`config.mk`:
```
export PLATFORM = sky130hd
export DESIGN_NAME = mac_array_ctrl_flat
export DESIGN_NICKNAME = d
export VERILOG_FILES = /design/src/rtl/mac_array_ctrl_if.sv /design/src/rtl/mac_array_ctrl.sv /design/src/flat_wrapper.sv
export SDC_FILE = /design/constraint.sdc
export NUM_CORES = 1
export LEC_CHECK = 0
export BUFFER_PORTS_ARGS = -buffer_cell sky130_fd_sc_hd__buf_2
export CORE_AREA = 8 8 283 176
export CTS_CLUSTER_DIAMETER = 100
export DETAILED_ROUTE_END_ITERATION = 6
export DIE_AREA = 0 0 291 184
export PLACE_DENSITY = 0.79
export SYNTH_ARGS = -nofsm -noshare
export SYNTH_HDL_FRONTEND = slang
export SYNTH_SLANG_ARGS = --single-unit
```
`constraint.sdc`:
```
create_clock -name clk -period 15.6 [get_ports clk]
set_clock_uncertainty 0.05 [all_clocks]
set_input_delay 0.78 -clock clk [delete_from_list [all_inputs] [get_ports clk]]
set_output_delay 0.78 -clock clk [all_outputs]
set_load 0.01 [all_outputs]
```
`src/rtl/mac_array_ctrl_if.sv`:
```
// Job/array control bundle between the top-level control unit, ifmap FIFO and the MAC array sequencer.
// master drives the job request side; slave is the sequencer.
interface mac_array_ctrl_if #(
  parameter int MAC_NUM = 256
);
  localparam int CNT_W = $clog2(MAC_NUM + 1);

  logic               start;
  logic               abort;
  logic [1:0]         cfg_operation;
  logic [4:0]         cfg_kernel_size;
  logic [CNT_W-1:0]   cfg_mac_count;
  logic [7:0]         cfg_cols;
  logic               weight_ready;
  logic               fifo_valid;
  logic               fifo_rd_en;
  logic               load_weight;
  logic               load_ifmaps;
  logic               ifmaps_input_valid;
  logic [MAC_NUM-1:0] enable;
  logic [1:0]         operation;
  logic [4:0]         kernel_size;
  logic               psum_valid;
  logic               busy;
  logic               done;
  logic               cfg_err;

  modport master (
    output start, abort, cfg_operation, cfg_kernel_size, cfg_mac_count, cfg_cols,
           weight_ready, fifo_valid,
    input  fifo_rd_en, load_weight, load_ifmaps, ifmaps_input_valid, enable,
           operation, kernel_size, psum_valid, busy, done, cfg_err
  );

  modport slave (
    input  start, abort, cfg_operation, cfg_kernel_size, cfg_mac_count, cfg_cols,
           weight_ready, fifo_valid,
    output fifo_rd_en, load_weight, load_ifmaps, ifmaps_input_valid, enable,
           operation, kernel_size, psum_valid, busy, done, cfg_err
  );
endinterface

```
`src/rtl/mac_array_ctrl.sv`:
```
// Job sequencer for the 5-row binary MAC array: weight load, ifmap priming, compute beats,
// psum drain, and completion/abort handling.
module mac_array_ctrl #(
  parameter int MAC_NUM = 256,
  parameter int MAC_LAT = 2
) (
  input  logic             clk,
  input  logic             rst,
  mac_array_ctrl_if.slave  bus
);
  localparam int CNT_W = $clog2(MAC_NUM + 1);
  localparam int DRN_W = (MAC_LAT > 1) ? $clog2(MAC_LAT) : 1;
  localparam logic [DRN_W-1:0] DRN_LAST = DRN_W'(MAC_LAT - 1);

  typedef enum logic [2:0] {IDLE, LOAD_W, PRIME, RUN, DRAIN, DONE} state_t;

  state_t             state;
  state_t             state_nxt;
  logic [7:0]         col_cnt;
  logic [7:0]         col_lim;
  logic [7:0]         col_inc;
  logic [DRN_W-1:0]   drn_cnt;
  logic [MAC_NUM-1:0] en_mask;
  logic [MAC_NUM-1:0] mask_new;
  logic [MAC_LAT-1:0] psum_vld_p;
  logic               cfg_ok;
  logic               accept;
  logic               kill;
  logic               pop;
  logic               lw_nxt;

  always_comb begin
    cfg_ok = (bus.cfg_kernel_size != 5'd0) && (bus.cfg_kernel_size <= 5'd5) &&
             (bus.cfg_mac_count != '0) && (bus.cfg_mac_count <= CNT_W'(MAC_NUM)) &&
             (bus.cfg_cols >= {3'b000, bus.cfg_kernel_size});
    for (int i = 0; i < MAC_NUM; i++) mask_new[i] = (i < int'(bus.cfg_mac_count));
  end

  assign accept = (state == IDLE) && bus.start && cfg_ok;
  assign kill   = bus.abort && (state != IDLE);

  // FIFO head goes straight to the array, so pop/shift strobes are combinational
  assign bus.load_ifmaps        = (state == PRIME) && bus.fifo_valid;
  assign bus.ifmaps_input_valid = (state == RUN) && bus.fifo_valid;
  assign pop                    = bus.load_ifmaps || bus.ifmaps_input_valid;
  assign bus.fifo_rd_en         = pop;
  assign col_inc                = col_cnt + 8'd1;
  assign bus.psum_valid         = psum_vld_p[MAC_LAT-1];

  // load_weight is registered, so it is scheduled one cycle ahead from the
  // weight_ready seen in the cycle before; LOAD_W exits on the strobe cycle.
  always_comb begin
    state_nxt = state;
    lw_nxt    = 1'b0;
    case (state)
      IDLE: if (accept) begin
        state_nxt = LOAD_W;
        lw_nxt    = bus.weight_ready;
      end
      LOAD_W: begin
        if (bus.load_weight) state_nxt = (bus.kernel_size > 5'd1) ? PRIME : RUN;
        else                 lw_nxt    = bus.weight_ready;
      end
      PRIME: if (bus.fifo_valid && (col_inc == ({3'b000, bus.kernel_size} - 8'd1)))
        state_nxt = RUN;
      RUN:   if (bus.fifo_valid && (col_inc == col_lim)) state_nxt = DRAIN;
      DRAIN: if (drn_cnt == DRN_LAST) state_nxt = DONE;
      DONE:  state_nxt = IDLE;
      default: state_nxt = IDLE;
    endcase
    if (kill) begin
      state_nxt = IDLE;
      lw_nxt    = 1'b0;
    end
  end

  always_ff @(posedge clk or posedge rst) begin
    if (rst) begin
      state           <= IDLE;
      col_cnt         <= '0;
      col_lim         <= '0;
      drn_cnt         <= '0;
      en_mask         <= '0;
      psum_vld_p      <= '0;
      bus.load_weight <= 1'b0;
      bus.enable      <= '0;
      bus.operation   <= '0;
      bus.kernel_size <= '0;
      bus.busy        <= 1'b0;
      bus.done        <= 1'b0;
      bus.cfg_err     <= 1'b0;
    end else begin
      state           <= state_nxt;
      bus.load_weight <= lw_nxt;
      bus.busy        <= (state_nxt != IDLE);
      bus.done        <= (state_nxt == DONE);
      bus.cfg_err     <= (state == IDLE) && bus.start && !cfg_ok;
      bus.enable      <= (state_nxt inside {PRIME, RUN, DRAIN}) ? en_mask : '0;
      drn_cnt         <= ((state == DRAIN) && (state_nxt == DRAIN)) ? drn_cnt + 1'b1 : '0;
      if (accept) begin
        bus.operation   <= bus.cfg_operation;
        bus.kernel_size <= bus.cfg_kernel_size;
        en_mask         <= mask_new;
        col_lim         <= bus.cfg_cols;
        col_cnt         <= '0;
      end else if (pop) begin
        col_cnt <= col_inc;
      end
      // psum valid pipeline: MAC_LAT-deep copy of the compute strobe
      if (kill) begin
        psum_vld_p <= '0;
      end else begin
        for (int i = MAC_LAT - 1; i > 0; i--) psum_vld_p[i] <= psum_vld_p[i-1];
        psum_vld_p[0] <= bus.ifmaps_input_valid;
      end
    end
  end
endmodule

```
`src/flat_wrapper.sv`:
```
// flat-port wrapper written by rule: the top's interface ports become plain ports
module mac_array_ctrl_flat 
#(
  parameter int MAC_NUM = 256,
  parameter int MAC_LAT = 2
)
  (clk, rst, bus_start, bus_abort, bus_cfg_operation, bus_cfg_kernel_size, bus_cfg_mac_count, bus_cfg_cols, bus_weight_ready, bus_fifo_valid, bus_fifo_rd_en, bus_load_weight, bus_load_ifmaps, bus_ifmaps_input_valid, bus_enable, bus_operation, bus_kernel_size, bus_psum_valid, bus_busy, bus_done, bus_cfg_err);
  mac_array_ctrl_if #(.MAC_NUM(MAC_NUM)) bus_i ();
  input  logic clk;
  input  logic rst;
  input wire logic [$bits(bus_i.start)-1:0] bus_start;
  input wire logic [$bits(bus_i.abort)-1:0] bus_abort;
  input wire logic [$bits(bus_i.cfg_operation)-1:0] bus_cfg_operation;
  input wire logic [$bits(bus_i.cfg_kernel_size)-1:0] bus_cfg_kernel_size;
  input wire logic [$bits(bus_i.cfg_mac_count)-1:0] bus_cfg_mac_count;
  input wire logic [$bits(bus_i.cfg_cols)-1:0] bus_cfg_cols;
  input wire logic [$bits(bus_i.weight_ready)-1:0] bus_weight_ready;
  input wire logic [$bits(bus_i.fifo_valid)-1:0] bus_fifo_valid;
  output wire logic [$bits(bus_i.fifo_rd_en)-1:0] bus_fifo_rd_en;
  output wire logic [$bits(bus_i.load_weight)-1:0] bus_load_weight;
  output wire logic [$bits(bus_i.load_ifmaps)-1:0] bus_load_ifmaps;
  output wire logic [$bits(bus_i.ifmaps_input_valid)-1:0] bus_ifmaps_input_valid;
  output wire logic [$bits(bus_i.enable)-1:0] bus_enable;
  output wire logic [$bits(bus_i.operation)-1:0] bus_operation;
  output wire logic [$bits(bus_i.kernel_size)-1:0] bus_kernel_size;
  output wire logic [$bits(bus_i.psum_valid)-1:0] bus_psum_valid;
  output wire logic [$bits(bus_i.busy)-1:0] bus_busy;
  output wire logic [$bits(bus_i.done)-1:0] bus_done;
  output wire logic [$bits(bus_i.cfg_err)-1:0] bus_cfg_err;
  assign bus_i.start = bus_start;
  assign bus_i.abort = bus_abort;
  assign bus_i.cfg_operation = bus_cfg_operation;
  assign bus_i.cfg_kernel_size = bus_cfg_kernel_size;
  assign bus_i.cfg_mac_count = bus_cfg_mac_count;
  assign bus_i.cfg_cols = bus_cfg_cols;
  assign bus_i.weight_ready = bus_weight_ready;
  assign bus_i.fifo_valid = bus_fifo_valid;
  assign bus_fifo_rd_en = bus_i.fifo_rd_en;
  assign bus_load_weight = bus_i.load_weight;
  assign bus_load_ifmaps = bus_i.load_ifmaps;
  assign bus_ifmaps_input_valid = bus_i.ifmaps_input_valid;
  assign bus_enable = bus_i.enable;
  assign bus_operation = bus_i.operation;
  assign bus_kernel_size = bus_i.kernel_size;
  assign bus_psum_valid = bus_i.psum_valid;
  assign bus_busy = bus_i.busy;
  assign bus_done = bus_i.done;
  assign bus_cfg_err = bus_i.cfg_err;
  mac_array_ctrl #(.MAC_NUM(MAC_NUM), .MAC_LAT(MAC_LAT)) u_core (.clk(clk), .rst(rst), .bus(bus_i));
endmodule
```
# Word level (Yosys, flattened, before mapping)
# Cells that the tools add are included.
totals:
  reg_bits: 545
  latch_bits: 0
  ram_bits: 0
  mem_bits_ro: 0
  out_inout_bits: 271
  word_cells: 325
  mem_count: 0
classes:
  addsub: 3
  n_mul: 0
  div: 0
  n_lt_le_gt_ge: 260
  n_eq_ne: 10
  shift: 0
  mux: 17
  n_bitwise: 0
  n_reduce_logical: 22
ops:
  columns: ["cell", "count"]
  rows:
  - ["$lt 8x9->1 const A", 128]
  - ["$lt 7x9->1 const A", 64]
  - ["$lt 6x9->1 const A", 32]
  - ["$mux 256", 1]
  - ["$lt 5x9->1 const A", 16]
  - ["$lt 4x9->1 const A", 8]
  - ["$lt 3x9->1 const A", 4]
  - ["$lt 1x9->1 const A", 2]
  - ["$lt 2x9->1 const A", 2]
  - ["$mux 3", 6]
  - ["$eq 8x8->1", 2]
  - ["$mux 8", 2]
  - ["$pmux 3 s5", 1]
  - ["$logic_and 1x1->1", 13]
  - ["$eq 3x2->1 const B", 4]
  - ["$eq 3x3->1 const B", 3]
  - ["$le 9x9->1 const B", 1]
  - ["$reduce_bool 3->1", 3]
  - ["$reduce_bool 9->1", 1]
  - ["$add 8x1->8 const B", 1]
  - ["$ge 8x5->1", 1]
  - ["$sub 5x1->6 const B", 1]
  - ["$gt 5x1->1 const B", 1]
  - ["$le 5x3->1 const B", 1]
  - ["other kinds (10)", 14]

# Longest topological paths before layout
depth:
  ltp_word: 12
  mapped_depth: 11

# Least setup slack after synthesis
# OpenSTA, ideal clock, no wires.
synth_path:
  path_type: "in2reg"
  startpoint: "input bus_cfg_mac_count[2]"
  endpoint: "register u_core.en_mask[31]"
  setup_time_ns: 0.141
  arrival_ns: 2.590
  required_ns: 15.409
  setup_slack_ns: 12.819
  stages: 10
  n_path_buf: 4
  path_cell_list: "or3_1 -> buf_2 -> o31ai_2 -> nand3_1 -> or3_1 -> buf_6 -> buf_6 -> buf_2 -> nand2_1 -> o21ai_0"
synth_via:
  elab_chain_cells: 5
synth_lines:
  columns: ["item", "line_no", "text"]
  rows:
  - ["start, declared", "flat_wrapper.sv:15", "input wire logic [$bits(bus_i.cfg_mac_count)-1:0] bus_cfg_mac_count;"]
  - ["parallel branches: the longest is 5 deep, another holds $le 9x9->1", null, null]
  - ["end signal, assigned", "mac_array_ctrl.sv:103", "en_mask <= mask_new;"]
  - ["end, declared", "mac_array_ctrl.sv:23", "logic [MAC_NUM-1:0] en_mask;"]
# Parallel ways; which one is timed is not known.
# A chain may end at the register's enable or synchronous reset.

# Final worst setup path
layout_path:
  startpoint: "register u_core.bus.kernel_size[0] in the netlist's numbering"
  endpoint: "register u_core.bus.enable[132]"
layout_via:
  elab_chain_cells: 9
layout_lines:
  columns: ["item", "line_no", "text"]
  rows:
  - ["start, declared", "mac_array_ctrl_if.sv:39", "operation, kernel_size, psum_valid, busy, done, cfg_err"]
  - ["start signal, assigned", "mac_array_ctrl.sv:102", "bus.kernel_size <= bus.cfg_kernel_size;"]
  - ["$sub 5x1->6", "mac_array_ctrl.sv:64", "PRIME: if (bus.fifo_valid && (col_inc == ({3'b000, bus.kernel_size} - 8'd1)))"]
  - ["$eq 8x8->1", "mac_array_ctrl.sv:64", null]
  - ["$logic_and 1x1->1", "mac_array_ctrl.sv:64", null]
  - ["$mux 3", "mac_array_ctrl.sv:64", null]
  - ["$pmux 3 s5 *", "mac_array_ctrl.sv:55", "case (state)"]
  - ["$mux 3 *", "mac_array_ctrl.sv:71", "if (kill) begin"]
  - ["$eq 3x2->1 / $eq 3x3->1 (equally long branches)", "mac_array_ctrl.sv:98", "bus.enable <= (state_nxt inside {PRIME, RUN, DRAIN}) ? en_mask : '0;"]
  - ["$reduce_bool 3->1 *", "mac_array_ctrl.sv:98", null]
  - ["$mux 256 *", "mac_array_ctrl.sv:98", null]
  - ["end signal, assigned", "mac_array_ctrl.sv:98", null]
  - ["end, declared", "mac_array_ctrl_if.sv:38", "output fifo_rd_en, load_weight, load_ifmaps, ifmaps_input_valid, enable,"]
# Mark *: on every way between the ends. The rest lies on a longest branch, timed or not.

==> flow_metrics.tcl <==
set metrics [dict create \
    clock_latency_ns 0.58 \
    peakVddDrop_mv 0.08852 \
    area_growth_pct 14.19 \
    grt.total_usage_pct 27.87 \
    ys_seq_area_share_pct 58.28 \
    die_height_um 184 \
    gr-total-overflow 0 \
    use_met1_pct 37.81 \
    grt_antenna_before_repair 2 \
    regToRegSetupSlack_ns 11.00 \
    crit_buf_inv 3 \
    violations "design-rule violations" \
    ctsHoldBuffers 0 \
    vias 19850 \
    cp_data_arrival_time_ns 4.96 \
    syn_area_per_cell_um2 9.894 \
    clock_path_buffers 3 \
    async_flop_share_pct 100.0 \
    start_util_pct 51.36 \
    ant_nets 0 \
    fp.dieW_um 291 \
    cp-start-kind "register" \
    num_rows 61 \
    netlist_instances 2365 \
    ys_types 54 \
    grt_util_met3_pct 9.105 \
    port_buffers 300 \
    status "finished with violations" \
    core_area_mm2 0.04557 \
    dieArea_mm2 0.05354 \
    dr.pass1.iters 7 \
    rsz0062_at_grt "no" \
    final_common_cell "dfrtp_1" \
    grt_util_met2_pct 41.30 \
    max_freq_ghz 0.2176 \
    drc 4 \
    nets 2534 \
    cts_resized 0 \
    final_cell_mix "dfrtp_1 (545), nand2_1 (348), buf_2 (300)" \
    grt_start_max_net_pins 260 \
    path_class "reg2reg" \
    routed_wl_um 76970 \
    hp-class "in2reg" \
    maxSlewViolCount 0 \
    clk_pin_slew_worst_paths_ns 0.07 \
    cts_root_buf "clkbuf_16" \
    ys.flop_type "dfrtp_1" \
    period_share_pct 29.46 \
    yosys_register_bits 545 \
    slew_headroom_pct 6.006 \
    grt_pass1_vias 19451 \
    finalWorstSetupSlack_ns 11.00 \
    cp_top_family "buffers and inverters" \
    timing.final.crit_period_ns 4.596 \
    tritoncts "done" \
    drive_above_1_share_pct 17.00 \
    crit_chain "inv_1 > ha_1 > nor2_1 > o21ai_0 > nand3b_1 > a21o_4 > buf_4 > buf_4 > nand2_1 > o32ai_1" \
    numCtsBuffers 50 \
    maxCapViolations 0 \
    grt_pass1_wl_um 117700 \
    syn_nets 2403 \
    yosysWarningCount 0 \
    end_kind "register" \
    cp_slowest_stage_delay_ns 0.98 \
    setup_viol 0 \
    finalHoldViolations 0 \
    cts.sinks 545 \
    synthesis.area_mm2 0.02340 \
    cellPowerDensity_mw_per_mm2 160.1 \
    path_max_fanout 104 \
    htreeDepth 2 \
    required_ns 15.96 \
    synth_edf_count 0 \
    p_leak_nw 13.76 \
    crit_top_cell "buf_4" \
    worst_pin_slew_ns 1.410 \
    drt-initial-drc-count 3342 \
    place_congestion 0.8938 \
    vias_per_cell 6.334 \
    place_ws_ns 11.00 \
    io_pins 301 \
    slowest_stage "buf_4" \
    avgRoutedWirePerCell_um 24.56 \
    tns_ns 0 \
    hpwl_um 45290 \
    globalRoute.busiestLayer "met2" \
    post-cts-setup-buffers 0 \
]
worst register-to-register path, stage by stage (launching register included):
cell      delay [ns]
dfrtp_1         0.46
inv_1           0.10
ha_1            0.25
nor2_1          0.11
o21ai_0         0.09
nand3b_1        0.11
a21o_4          0.84
buf_4           1.01
buf_4           0.77
nand2_1         0.13
o32ai_1         0.52
sequential cells by signal, indices dropped and copies added (netlist names):
name                    flops
u_core.bus.load_weight      1
u_core.drn_cnt              1
u_core.col_lim              8
u_core.bus.cfg_err          1
u_core.col_cnt              8
u_core.state                3
u_core.psum_vld_p           2
u_core.bus.done             1
u_core.bus.operation        2
u_core.en_mask            256
u_core.bus.busy             1
u_core.bus.kernel_size      5
u_core.bus.enable         256
power breakdown:
group          total [mW]  leakage (nW)  internal (mW)  switching [mW]
clock                1.34         0.875          0.790           0.546
sequential           1.95          6.91           1.75           0.204
combinational       0.991          5.98          0.344           0.648
layer usage:
layer | vias up | part of all wire [%]
met2 | 1259 | 44
met5 | - | 0
li1 | 8518 | -
met1 | 9848 | 40
met4 | 0 | 4.4
met3 | 225 | 12
layout make-up:
class / instances / area (µm²)
diodes: 1 / 2.502
clock buffers: 73 / 1478
clock inverters: 18 / 314.1
fillers: 3753 / 18850
inverters: 272 / 1025
multi-input cells: 1310 / 7823
flip-flops and latches: 545 / 13640
well taps: 598 / 748.2
repair buffers: 317 / 1692
synth_stat cells, types with 3 or more instances:
cell / count / area (µm²)
buf_6: 3 / 33.78
a21o_1: 6 / 45.04
buf_2: 85 / 425.4
or3_1: 11 / 68.82
a211oi_1: 4 / 30.03
a211o_1: 3 / 26.28
o211ai_1: 107 / 803.3
buf_1: 8 / 30.03
nor2_1: 100 / 375.4
a31oi_1: 6 / 37.54
dfrtp_1: 545 / 13640
nand3_1: 11 / 55.05
nand2b_1: 6 / 37.54
xor2_1: 6 / 52.55
o21ai_1: 9 / 45.04
nor3_1: 40 / 200.2
a21oi_1: 72 / 360.4
o21ai_0: 164 / 820.8
nor2b_1: 6 / 37.54
and2_1: 11 / 68.82
inv_1: 272 / 1021
nand4_1: 3 / 18.77
xnor2_1: 17 / 148.9
o21a_1: 4 / 30.03
nand2_1: 354 / 1329
or2_2: 4 / 25.02
ha_1: 8 / 100.1
clkbuf_1: 142 / 533.0
and3_1: 7 / 43.79
o22ai_1: 62 / 387.9
o32ai_1: 256 / 2242
worst paths after layout:
path                       cells after the start                 startpoint                       to
min                                            3       bus_cfg_operation[0]  u_core.bus.operation[0]
max in group asynchronous                      5                        rst   u_core.bus.enable[252]
min in group asynchronous                      3                        rst   u_core.bus.enable[245]
min reg2reg                                    1             u_core.drn_cnt           u_core.drn_cnt
max reg2reg                                   10  u_core.bus.kernel_size[0]   u_core.bus.enable[132]
max                                           10  u_core.bus.kernel_size[0]   u_core.bus.enable[132]
metrics by stage:
step                      hold slack, ns  power, mW  instance area (µm²)  instances  util [%]
final                             0.3624      4.278                26720       3134     58.64
after detailed placement          0.3768      2.929                24930       3042     54.70
after floorplan                   0.3527      2.646                23400       2365         -
after global placement            0.3652      2.855                24930       3042     54.70
after global routing              0.3755      4.499                26720       3134     58.64
after CTS                         0.3415      4.266                26720       3133     58.63
kinds of logic (layout without fill, tap and decap cells):
| group | count (synthesis) | after routing | synth area share, % |
|---|---|---|---|
| compound gates | 710 | 710 | 21.30 |
| simple gates | 566 | 566 | 10.10 |
| flops | 545 | 545 | 58.28 |
| buf+inv | 510 | 680 | 8.732 |
| xor+xnor | 26 | 26 | 1.160 |
| fa+ha+maj | 8 | 8 | 0.4278 |
| other cells | 0 | 1 | 0 |
No activity file was read; power rests on OpenSTA's default activity.
